File: src/rtl/lr_pkg.sv
// ---------------------------------------------------------------------------
// lr_pkg
// Shared types and helpers for the stereo matrix stage.
//   lr_state_t : sequencing states of the combiner (read, calculate, write)
//   mode_t     : run-time matrix mode (stereo / mono / bypass)
//   out_of_range / sat_trunc : range handling of the one-bit-wider results.
//   The helpers work on a fixed MAX_DW+1 bit container so any sample width
//   up to MAX_DW can share them; callers sign-extend in and cast back out.
// ---------------------------------------------------------------------------
package lr_pkg;

  localparam int MAX_DW = 64;

  typedef enum logic [1:0] {
    S_READ  = 2'd0,
    S_CALC  = 2'd1,
    S_WRITE = 2'd2
  } lr_state_t;

  typedef enum logic [1:0] {
    MODE_STEREO = 2'b00,
    MODE_MONO   = 2'b01,
    MODE_BYPASS = 2'b10
  } mode_t;

  // Largest positive value representable in dw signed bits.
  function automatic logic signed [MAX_DW:0] max_of(input int unsigned dw);
    return ((MAX_DW+1)'(1) <<< (dw - 1)) - (MAX_DW+1)'(1);
  endfunction

  // Most negative value representable in dw signed bits.
  function automatic logic signed [MAX_DW:0] min_of(input int unsigned dw);
    return -((MAX_DW+1)'(1) <<< (dw - 1));
  endfunction

  // True when a widened result does not fit into dw signed bits.
  function automatic logic out_of_range(input logic signed [MAX_DW:0] val,
                                        input int unsigned dw);
    return (val > max_of(dw)) || (val < min_of(dw));
  endfunction

  // Reduce a widened result to dw bits: clamp when saturating, otherwise
  // simply keep the low bits (the caller truncates to dw).
  function automatic logic [MAX_DW-1:0] sat_trunc(input logic signed [MAX_DW:0] val,
                                                  input int unsigned dw,
                                                  input bit saturate);
    logic signed [MAX_DW:0] res;
    res = val;
    if (saturate) begin
      if (val > max_of(dw)) res = max_of(dw);
      else if (val < min_of(dw)) res = min_of(dw);
    end
    return res[MAX_DW-1:0];
  endfunction

endpackage

File: src/rtl/fifo.sv
// ---------------------------------------------------------------------------
// fifo
// Synchronous single-clock FIFO with a registered read port: dout updates
// on the clock edge that samples rd_en, so data is valid the cycle after.
// Writes while full and reads while empty are ignored.
//   clock, reset (async, active-low) | wr_en, din, full | rd_en, dout, empty
// ---------------------------------------------------------------------------
module fifo #(
  parameter int DATA_WIDTH = 32,
  parameter int DEPTH      = 32
) (
  input  logic                  clock,
  input  logic                  reset,
  input  logic                  wr_en,
  input  logic [DATA_WIDTH-1:0] din,
  output logic                  full,
  input  logic                  rd_en,
  output logic [DATA_WIDTH-1:0] dout,
  output logic                  empty
);

  localparam int ADDR_W = $clog2(DEPTH);
  localparam logic [ADDR_W:0] PTR_ONE = (ADDR_W+1)'(1);

  logic [DATA_WIDTH-1:0] mem [DEPTH];
  // Pointers carry one wrap bit so full and empty can be told apart.
  logic [ADDR_W:0] wr_ptr;
  logic [ADDR_W:0] rd_ptr;
  logic            do_wr;
  logic            do_rd;

  assign empty = (wr_ptr == rd_ptr);
  assign full  = (wr_ptr[ADDR_W] != rd_ptr[ADDR_W]) &&
                 (wr_ptr[ADDR_W-1:0] == rd_ptr[ADDR_W-1:0]);
  assign do_wr = wr_en && !full;
  assign do_rd = rd_en && !empty;

  // Storage needs no reset: the pointers alone define what is valid.
  always_ff @(posedge clock) begin
    if (do_wr) mem[wr_ptr[ADDR_W-1:0]] <= din;
  end

  always_ff @(posedge clock or negedge reset) begin
    if (!reset) begin
      wr_ptr <= '0;
      rd_ptr <= '0;
      dout   <= '0;
    end else begin
      if (do_wr) wr_ptr <= wr_ptr + PTR_ONE;
      if (do_rd) begin
        rd_ptr <= rd_ptr + PTR_ONE;
        dout   <= mem[rd_ptr[ADDR_W-1:0]];
      end
    end
  end

endmodule

File: src/rtl/lr_combine.sv
// ---------------------------------------------------------------------------
// lr_combine
// Sequencer and arithmetic of the stereo matrix. Pops one sample from each
// input FIFO together, forms left/right according to the mode captured at
// pop time, and pushes both results together once both outputs have room.
//   clock, reset (async, active-low), mode
//   a_empty/a_rd_en/a_dout, b_empty/b_rd_en/b_dout : input FIFO side
//   l_full/l_wr_en/l_din, r_full/r_wr_en/r_din     : output FIFO side
//   overflow : sticky range-violation flag
// ---------------------------------------------------------------------------
module lr_combine
  import lr_pkg::*;
#(
  parameter int DATA_WIDTH = 32,
  parameter int SATURATE   = 1
) (
  input  logic                  clock,
  input  logic                  reset,
  input  logic [1:0]            mode,
  input  logic                  a_empty,
  output logic                  a_rd_en,
  input  logic [DATA_WIDTH-1:0] a_dout,
  input  logic                  b_empty,
  output logic                  b_rd_en,
  input  logic [DATA_WIDTH-1:0] b_dout,
  input  logic                  l_full,
  output logic                  l_wr_en,
  output logic [DATA_WIDTH-1:0] l_din,
  input  logic                  r_full,
  output logic                  r_wr_en,
  output logic [DATA_WIDTH-1:0] r_din,
  output logic                  overflow
);

  lr_state_t state;
  lr_state_t state_next;
  mode_t     mode_q;
  mode_t     mode_in;

  logic [DATA_WIDTH-1:0] l_q;
  logic [DATA_WIDTH-1:0] r_q;
  logic                  ovf_q;

  logic signed [DATA_WIDTH:0] a_ext;
  logic signed [DATA_WIDTH:0] b_ext;
  logic signed [DATA_WIDTH:0] l_wide;
  logic signed [DATA_WIDTH:0] r_wide;
  logic [DATA_WIDTH-1:0]      l_next;
  logic [DATA_WIDTH-1:0]      r_next;
  logic                       calc_ovf;

  // Encoding 11 is an alias of stereo; fold it so the latched mode is always legal.
  assign mode_in = (mode == 2'b11) ? MODE_STEREO : mode_t'(mode);

  // One extra bit of headroom makes sum and difference exact before range handling.
  assign a_ext = (DATA_WIDTH+1)'($signed(a_dout));
  assign b_ext = (DATA_WIDTH+1)'($signed(b_dout));

  always_comb begin
    l_wide = a_ext + b_ext;
    r_wide = a_ext - b_ext;
    case (mode_q)
      MODE_MONO: begin
        l_wide = a_ext;
        r_wide = a_ext;
      end
      MODE_BYPASS: begin
        l_wide = a_ext;
        r_wide = b_ext;
      end
      default: ;
    endcase
  end

  always_comb begin
    l_next   = DATA_WIDTH'(sat_trunc((MAX_DW+1)'(l_wide), DATA_WIDTH, SATURATE != 0));
    r_next   = DATA_WIDTH'(sat_trunc((MAX_DW+1)'(r_wide), DATA_WIDTH, SATURATE != 0));
    calc_ovf = out_of_range((MAX_DW+1)'(l_wide), DATA_WIDTH) ||
               out_of_range((MAX_DW+1)'(r_wide), DATA_WIDTH);
  end

  // Both inputs are popped in the same cycle and both outputs pushed in the
  // same cycle, so the L and R streams can never drift out of pairing.
  always_comb begin
    state_next = state;
    a_rd_en    = 1'b0;
    b_rd_en    = 1'b0;
    l_wr_en    = 1'b0;
    r_wr_en    = 1'b0;
    case (state)
      S_READ: begin
        if (!a_empty && !b_empty) begin
          a_rd_en    = 1'b1;
          b_rd_en    = 1'b1;
          state_next = S_CALC;
        end
      end
      S_CALC: begin
        state_next = S_WRITE;
      end
      S_WRITE: begin
        if (!l_full && !r_full) begin
          l_wr_en    = 1'b1;
          r_wr_en    = 1'b1;
          state_next = S_READ;
        end
      end
      default: state_next = S_READ;
    endcase
  end

  // Mode is captured only when a pair is popped so that a change arriving
  // mid-sample cannot split one pair across two modes.
  always_ff @(posedge clock or negedge reset) begin
    if (!reset) begin
      state  <= S_READ;
      mode_q <= MODE_STEREO;
      l_q    <= '0;
      r_q    <= '0;
      ovf_q  <= 1'b0;
    end else begin
      state <= state_next;
      if (state == S_READ && a_rd_en) mode_q <= mode_in;
      if (state == S_CALC) begin
        l_q <= l_next;
        r_q <= r_next;
        if (calc_ovf) ovf_q <= 1'b1;
      end
    end
  end

  assign l_din    = l_q;
  assign r_din    = r_q;
  assign overflow = ovf_q;

endmodule

File: src/rtl/lr_combine_top.sv
// ---------------------------------------------------------------------------
// lr_combine_top
// Stereo matrix stage of the FM audio path: (L+R) stream A and (L-R) stream B
// in through two FIFOs, left/right samples out through two FIFOs.
//   clock, reset (async, active-low), mode (00/11 stereo, 01 mono, 10 bypass)
//   A_wr_en, A_din, A_full | B_wr_en, B_din, B_full : input FIFOs
//   L_rd_en, L_dout, L_empty | R_rd_en, R_dout, R_empty : output FIFOs
//   overflow : sticky, set on any clamped/wrapped result
// ---------------------------------------------------------------------------
module lr_combine_top
  import lr_pkg::*;
#(
  parameter int DATA_WIDTH       = 32,
  parameter int FIFO_BUFFER_SIZE = 32,
  parameter int SATURATE         = 1
) (
  input  logic                  clock,
  input  logic                  reset,
  input  logic [1:0]            mode,
  input  logic                  A_wr_en,
  input  logic [DATA_WIDTH-1:0] A_din,
  output logic                  A_full,
  input  logic                  B_wr_en,
  input  logic [DATA_WIDTH-1:0] B_din,
  output logic                  B_full,
  input  logic                  L_rd_en,
  output logic [DATA_WIDTH-1:0] L_dout,
  output logic                  L_empty,
  input  logic                  R_rd_en,
  output logic [DATA_WIDTH-1:0] R_dout,
  output logic                  R_empty,
  output logic                  overflow
);

  logic                  a_rd_en;
  logic [DATA_WIDTH-1:0] a_dout;
  logic                  a_empty;
  logic                  b_rd_en;
  logic [DATA_WIDTH-1:0] b_dout;
  logic                  b_empty;
  logic                  l_wr_en;
  logic [DATA_WIDTH-1:0] l_din;
  logic                  l_full;
  logic                  r_wr_en;
  logic [DATA_WIDTH-1:0] r_din;
  logic                  r_full;

  fifo #(.DATA_WIDTH(DATA_WIDTH), .DEPTH(FIFO_BUFFER_SIZE)) u_fifo_a (
    .clock(clock), .reset(reset),
    .wr_en(A_wr_en), .din(A_din), .full(A_full),
    .rd_en(a_rd_en), .dout(a_dout), .empty(a_empty)
  );

  fifo #(.DATA_WIDTH(DATA_WIDTH), .DEPTH(FIFO_BUFFER_SIZE)) u_fifo_b (
    .clock(clock), .reset(reset),
    .wr_en(B_wr_en), .din(B_din), .full(B_full),
    .rd_en(b_rd_en), .dout(b_dout), .empty(b_empty)
  );

  fifo #(.DATA_WIDTH(DATA_WIDTH), .DEPTH(FIFO_BUFFER_SIZE)) u_fifo_l (
    .clock(clock), .reset(reset),
    .wr_en(l_wr_en), .din(l_din), .full(l_full),
    .rd_en(L_rd_en), .dout(L_dout), .empty(L_empty)
  );

  fifo #(.DATA_WIDTH(DATA_WIDTH), .DEPTH(FIFO_BUFFER_SIZE)) u_fifo_r (
    .clock(clock), .reset(reset),
    .wr_en(r_wr_en), .din(r_din), .full(r_full),
    .rd_en(R_rd_en), .dout(R_dout), .empty(R_empty)
  );

  lr_combine #(.DATA_WIDTH(DATA_WIDTH), .SATURATE(SATURATE)) u_combine (
    .clock(clock), .reset(reset), .mode(mode),
    .a_empty(a_empty), .a_rd_en(a_rd_en), .a_dout(a_dout),
    .b_empty(b_empty), .b_rd_en(b_rd_en), .b_dout(b_dout),
    .l_full(l_full), .l_wr_en(l_wr_en), .l_din(l_din),
    .r_full(r_full), .r_wr_en(r_wr_en), .r_din(r_din),
    .overflow(overflow)
  );

endmodule

File: config.mk
export PLATFORM = sky130hd
export DESIGN_NAME = lr_combine_top
export DESIGN_NICKNAME = d
export VERILOG_FILES = /design/src/rtl/lr_pkg.sv /design/src/rtl/fifo.sv /design/src/rtl/lr_combine.sv /design/src/rtl/lr_combine_top.sv
export SDC_FILE = /design/constraint.sdc
export NUM_CORES = 2
export LEC_CHECK = 0
export CAP_MARGIN = 25
export CORE_MARGIN = 1
export CORE_UTILIZATION = 40
export CTS_CLUSTER_SIZE = 25
export DETAILED_ROUTE_END_ITERATION = 10
export HOLD_SLACK_MARGIN = 0.08
export PLACE_DENSITY_LB_ADDON = 0.15
export RECOVER_POWER = 100
export REMOVE_ABC_BUFFERS = 1
export SLEW_MARGIN = 10
export SYNTH_ARGS = -nofsm -noshare
export SYNTH_HDL_FRONTEND = slang
export SYNTH_SLANG_ARGS = --single-unit
export TNS_END_PERCENT = 30
File: constraint.sdc
create_clock -name clock -period 8.49 [get_ports clock]
set_clock_uncertainty 0.15 [all_clocks]
set_input_delay 2.547 -clock clock [delete_from_list [all_inputs] [get_ports clock]]
set_output_delay 2.547 -clock clock [all_outputs]
set_load 0.05 [all_outputs]
==> impl_metrics.json <==
{
  "crit_chain": "xnor2_1 -> nand3_1 -> nor3_1 -> nand2_1 -> inv_1 -> clkdlybuf4s50_1",
  "antenna_left": 0,
  "final_cell_mix": "4096 x edfxtp_1, 1280 x mux4_2, 456 x clkbuf_16, 361 x clkbuf_1, 274 x nor2_1",
  "grt_pass1_wl_um": 621900,
  "wl_um": 435000,
  "syn_inst": 7611,
  "start_kind": "register",
  "routed_via_density": 5.609,
  "worst_slack_ns": 1.001,
  "row_count": 238,
  "io_pins": 141,
  "drc": 0,
  "grt_max_degree": 144,
  "gp_congestion": 0.8489,
  "period_share_pct": 88.21,
  "outcome": "finished with violations",
  "ctsHoldBuffers": 0,
  "crit_buf_inv": 2,
  "crit_fanout": 37,
  "first_pass_iters": 7,
  "critPathMaxStageDelay_ns": 1.76,
  "grt_remaining_overflow": 0,
  "fin_util_pct": 45.81,
  "fin_nets": 8242,
  "cts_setup_buffers": 0,
  "cap_violations": 212,
  "ys_types": 87,
  "die-area_um2": 426600,
  "yosys_most_used_dff": "edfxtp_1",
  "crit_path_end_kind": "output pin",
  "crit_family": "flip-flops",
  "rsz0062_at_grt": "no",
  "tritoncts": "yes",
  "vias": 79164,
  "numClockSinks": 4341,
  "nFillCells": 35266,
  "grt_pass1_vias": 82573,
  "detail_route.wl_per_cell_um": 30.82,
  "clk_latency_ns": 0.99,
  "synth_top_area_share_pct": 72.52,
  "power_density_nw_per_um2": 367.3,
  "ctsResizeCount": 0,
  "initial_core_util_pct": 40.28,
  "max-vdd-ir-drop_uv": 316.9,
  "cts_buffer_depth": 4,
  "port-buffer-count": 140,
  "p_leak_nw": 60.23,
  "critical_path_class": "register to output pin",
  "cp.arrival_ns": 4.79,
  "dp_slack_ns": 2.488,
  "numCtsBuffers": 450,
  "yosysSeqAreaShare_pct": 76.13,
  "worst_pin_slew_ns": 4.668,
  "fmax_mhz": 133.5,
  "finalCriticalPeriod_ns": 7.489,
  "async_flop_share_pct": 5.644,
  "syn2layout_area_growth_pct": 13.72,
  "setup_viol": 0,
  "ys_ff_latch": 4341,
  "slew_headroom_pct": -211.2,
  "synth_top_area_cell": "edfxtp_1",
  "synth_area_leaders": "edfxtp_1 73%, mux4_2 17%, dfrtp_1 3.6%, mux2i_1 0.78%, nor2_1 0.64%",
  "chipHeight_um": 653.2,
  "fp.dieW_um": 653.2,
  "final_common_cell": "edfxtp_1",
  "ys_warn_count": 0,
  "antenna_found_initial": 19,
  "synth-edff-count": 4096,
  "syn_area_um2": 169600,
  "setup_tns_ns": 0,
  "drive_gt1_share_pct": 24.88,
  "coreArea_um2": 421100,
  "avgSynthCellArea_um2": 22.28,
  "path_clk_slew_ns": 0.07,
  "dp_hpwl_um": 254400,
  "ctsRootBufferMaster": "clkbuf_16",
  "htreeDepth": 5,
  "report.power.total_mw": 70.86,
  "hold_path_class": "register to register",
  "crit_path_top_delay_cell": "dfrtp_1",
  "track_usage_pct": 20.22,
  "cp.required_ns": 5.79,
  "drt_iter0_markers": 7103,
  "slew_violations": 6130,
  "finalHoldViolCount": 0,
  "violations": "capacitance limit, slew limit"
}
[cells by family (layout without fill, tap and decap cells)]
logic type	Yosys count	count (layout)	synth area share [%]
compound gates	481	481	1.938
xor+xnor	110	110	0.5680
flops	4341	4341	76.13
simple gates	669	669	1.731
buf+inv	505	1364	1.162
mux	1417	1417	17.81
other cells	0	4	0
fa+ha+maj	88	88	0.6580
[cell usage after synthesis (all sizes together) (5+ instances only)]
cell and count:
dfrtp 245, a21oi 133, a221oi 28, a2111oi 5, or3 11, a211o 9
mux2i 133, xor2 26, a31oi 33, xnor2 84, o211ai 11, o31ai 15
or2 10, nand2 203, inv 83, nand2b 22, nor4 7, mux4 1280
a211oi 31, or3b 6, a21o 13, ha 86, o21bai 10, o21a 8
o21ai 113, clkbuf 276, o31a 5, nand4 22, o22a 27, nand3b 10
nand3 28, edfxtp 4096, buf 145, nor2 289, nor3 32, nor2b 15
[area by class of cell]
cell class,instances,area (um^2),area share (%)
repair buffers,440,2789,1.446
multi-input cells,2765,38630,20.03
diodes,4,10.01,0.005189
flip-flops and latches,4341,129200,66.98
well taps,5640,7057,3.659
clock buffers,587,12190,6.321
clock inverters,253,2704,1.402
inverters,84,315.3,0.1635
[layer usage]
layer,part of all wire [%],GRT usage (%),up-vias
li1,-,-,33023
met1,43,28.26,43379
met5,0.013,0,-
met4,2.5,4.608,8
met3,5.0,2.933,593
met2,49,33.73,2161
[per-stage QoR]
stage | cell area, um^2 | cells | hold WS (ns)
after floorplan | 168000 | 7190 | 0.3104
final | 192900 | 14114 | 0.3201
after global routing | 192900 | 14112 | 0.3474
after CTS | 195100 | 14066 | 0.3359
after global placement | 178900 | 13167 | 0.3230
after detailed placement | 180200 | 13226 | 0.3226
[sequential cells by signal, summed over array words and instances, names as in the netlist]
name	flops
u_fifo_r.wr_ptr	6
u_fifo_b.wr_ptr	6
u_fifo_r.mem	1024
u_fifo_b.dout	32
u_fifo_l.mem	1024
u_fifo_b.rd_ptr	6
u_fifo_r.dout	32
u_fifo_a.rd_ptr	6
u_fifo_a.dout	32
u_combine.r_din	32
u_fifo_l.rd_ptr	6
u_fifo_l.dout	32
u_combine.l_din	32
u_fifo_r.rd_ptr	6
u_fifo_l.wr_ptr	6
u_combine.state	2
u_fifo_b.mem	1024
u_fifo_a.mem	1024
u_combine.overflow	1
u_combine.mode_q	2
u_fifo_a.wr_ptr	6
[power by group]
part           internal (mW)  switching (mW)  total, mW
clock network           11.7            8.26       19.9
registers               26.5            1.87       28.3
logic                   9.52            13.1       22.6
total                   47.6            23.2       70.9
[worst register-to-register path: stages, from the launching register on]
cell and delay (ns):
dfrtp_1 1.76, xnor2_1 0.35, nand3_1 0.14, nor3_1 0.43
inv_1 0.15, o22ai_1 0.31, clkbuf_1 0.51, nor3_1 0.10
clkbuf_2 1.65, nand4_1 1.12, nor2_1 0.13, xor2_1 0.17
[path summary, 6_finish.rpt]
path / from / slack [ns] / to / cells after the start
min in group asynchronous: reset / 1.44 / u_fifo_l.dout[5] / 1
worst max-delay path: u_fifo_b.rd_ptr[2] / 1.00 / B_full / 6
worst min-delay path: u_fifo_r.dout[1] / 0.32 / u_fifo_r.dout[1] / 2
worst min register to register: u_fifo_r.dout[1] / 0.32 / u_fifo_r.dout[1] / 2
worst max register to register: u_fifo_b.rd_ptr[2] / 1.41 / u_fifo_a.rd_ptr[5] / 11
max in group asynchronous: reset / 3.82 / u_fifo_r.dout[6] / 2
Power figures use the tool's default switching activity.
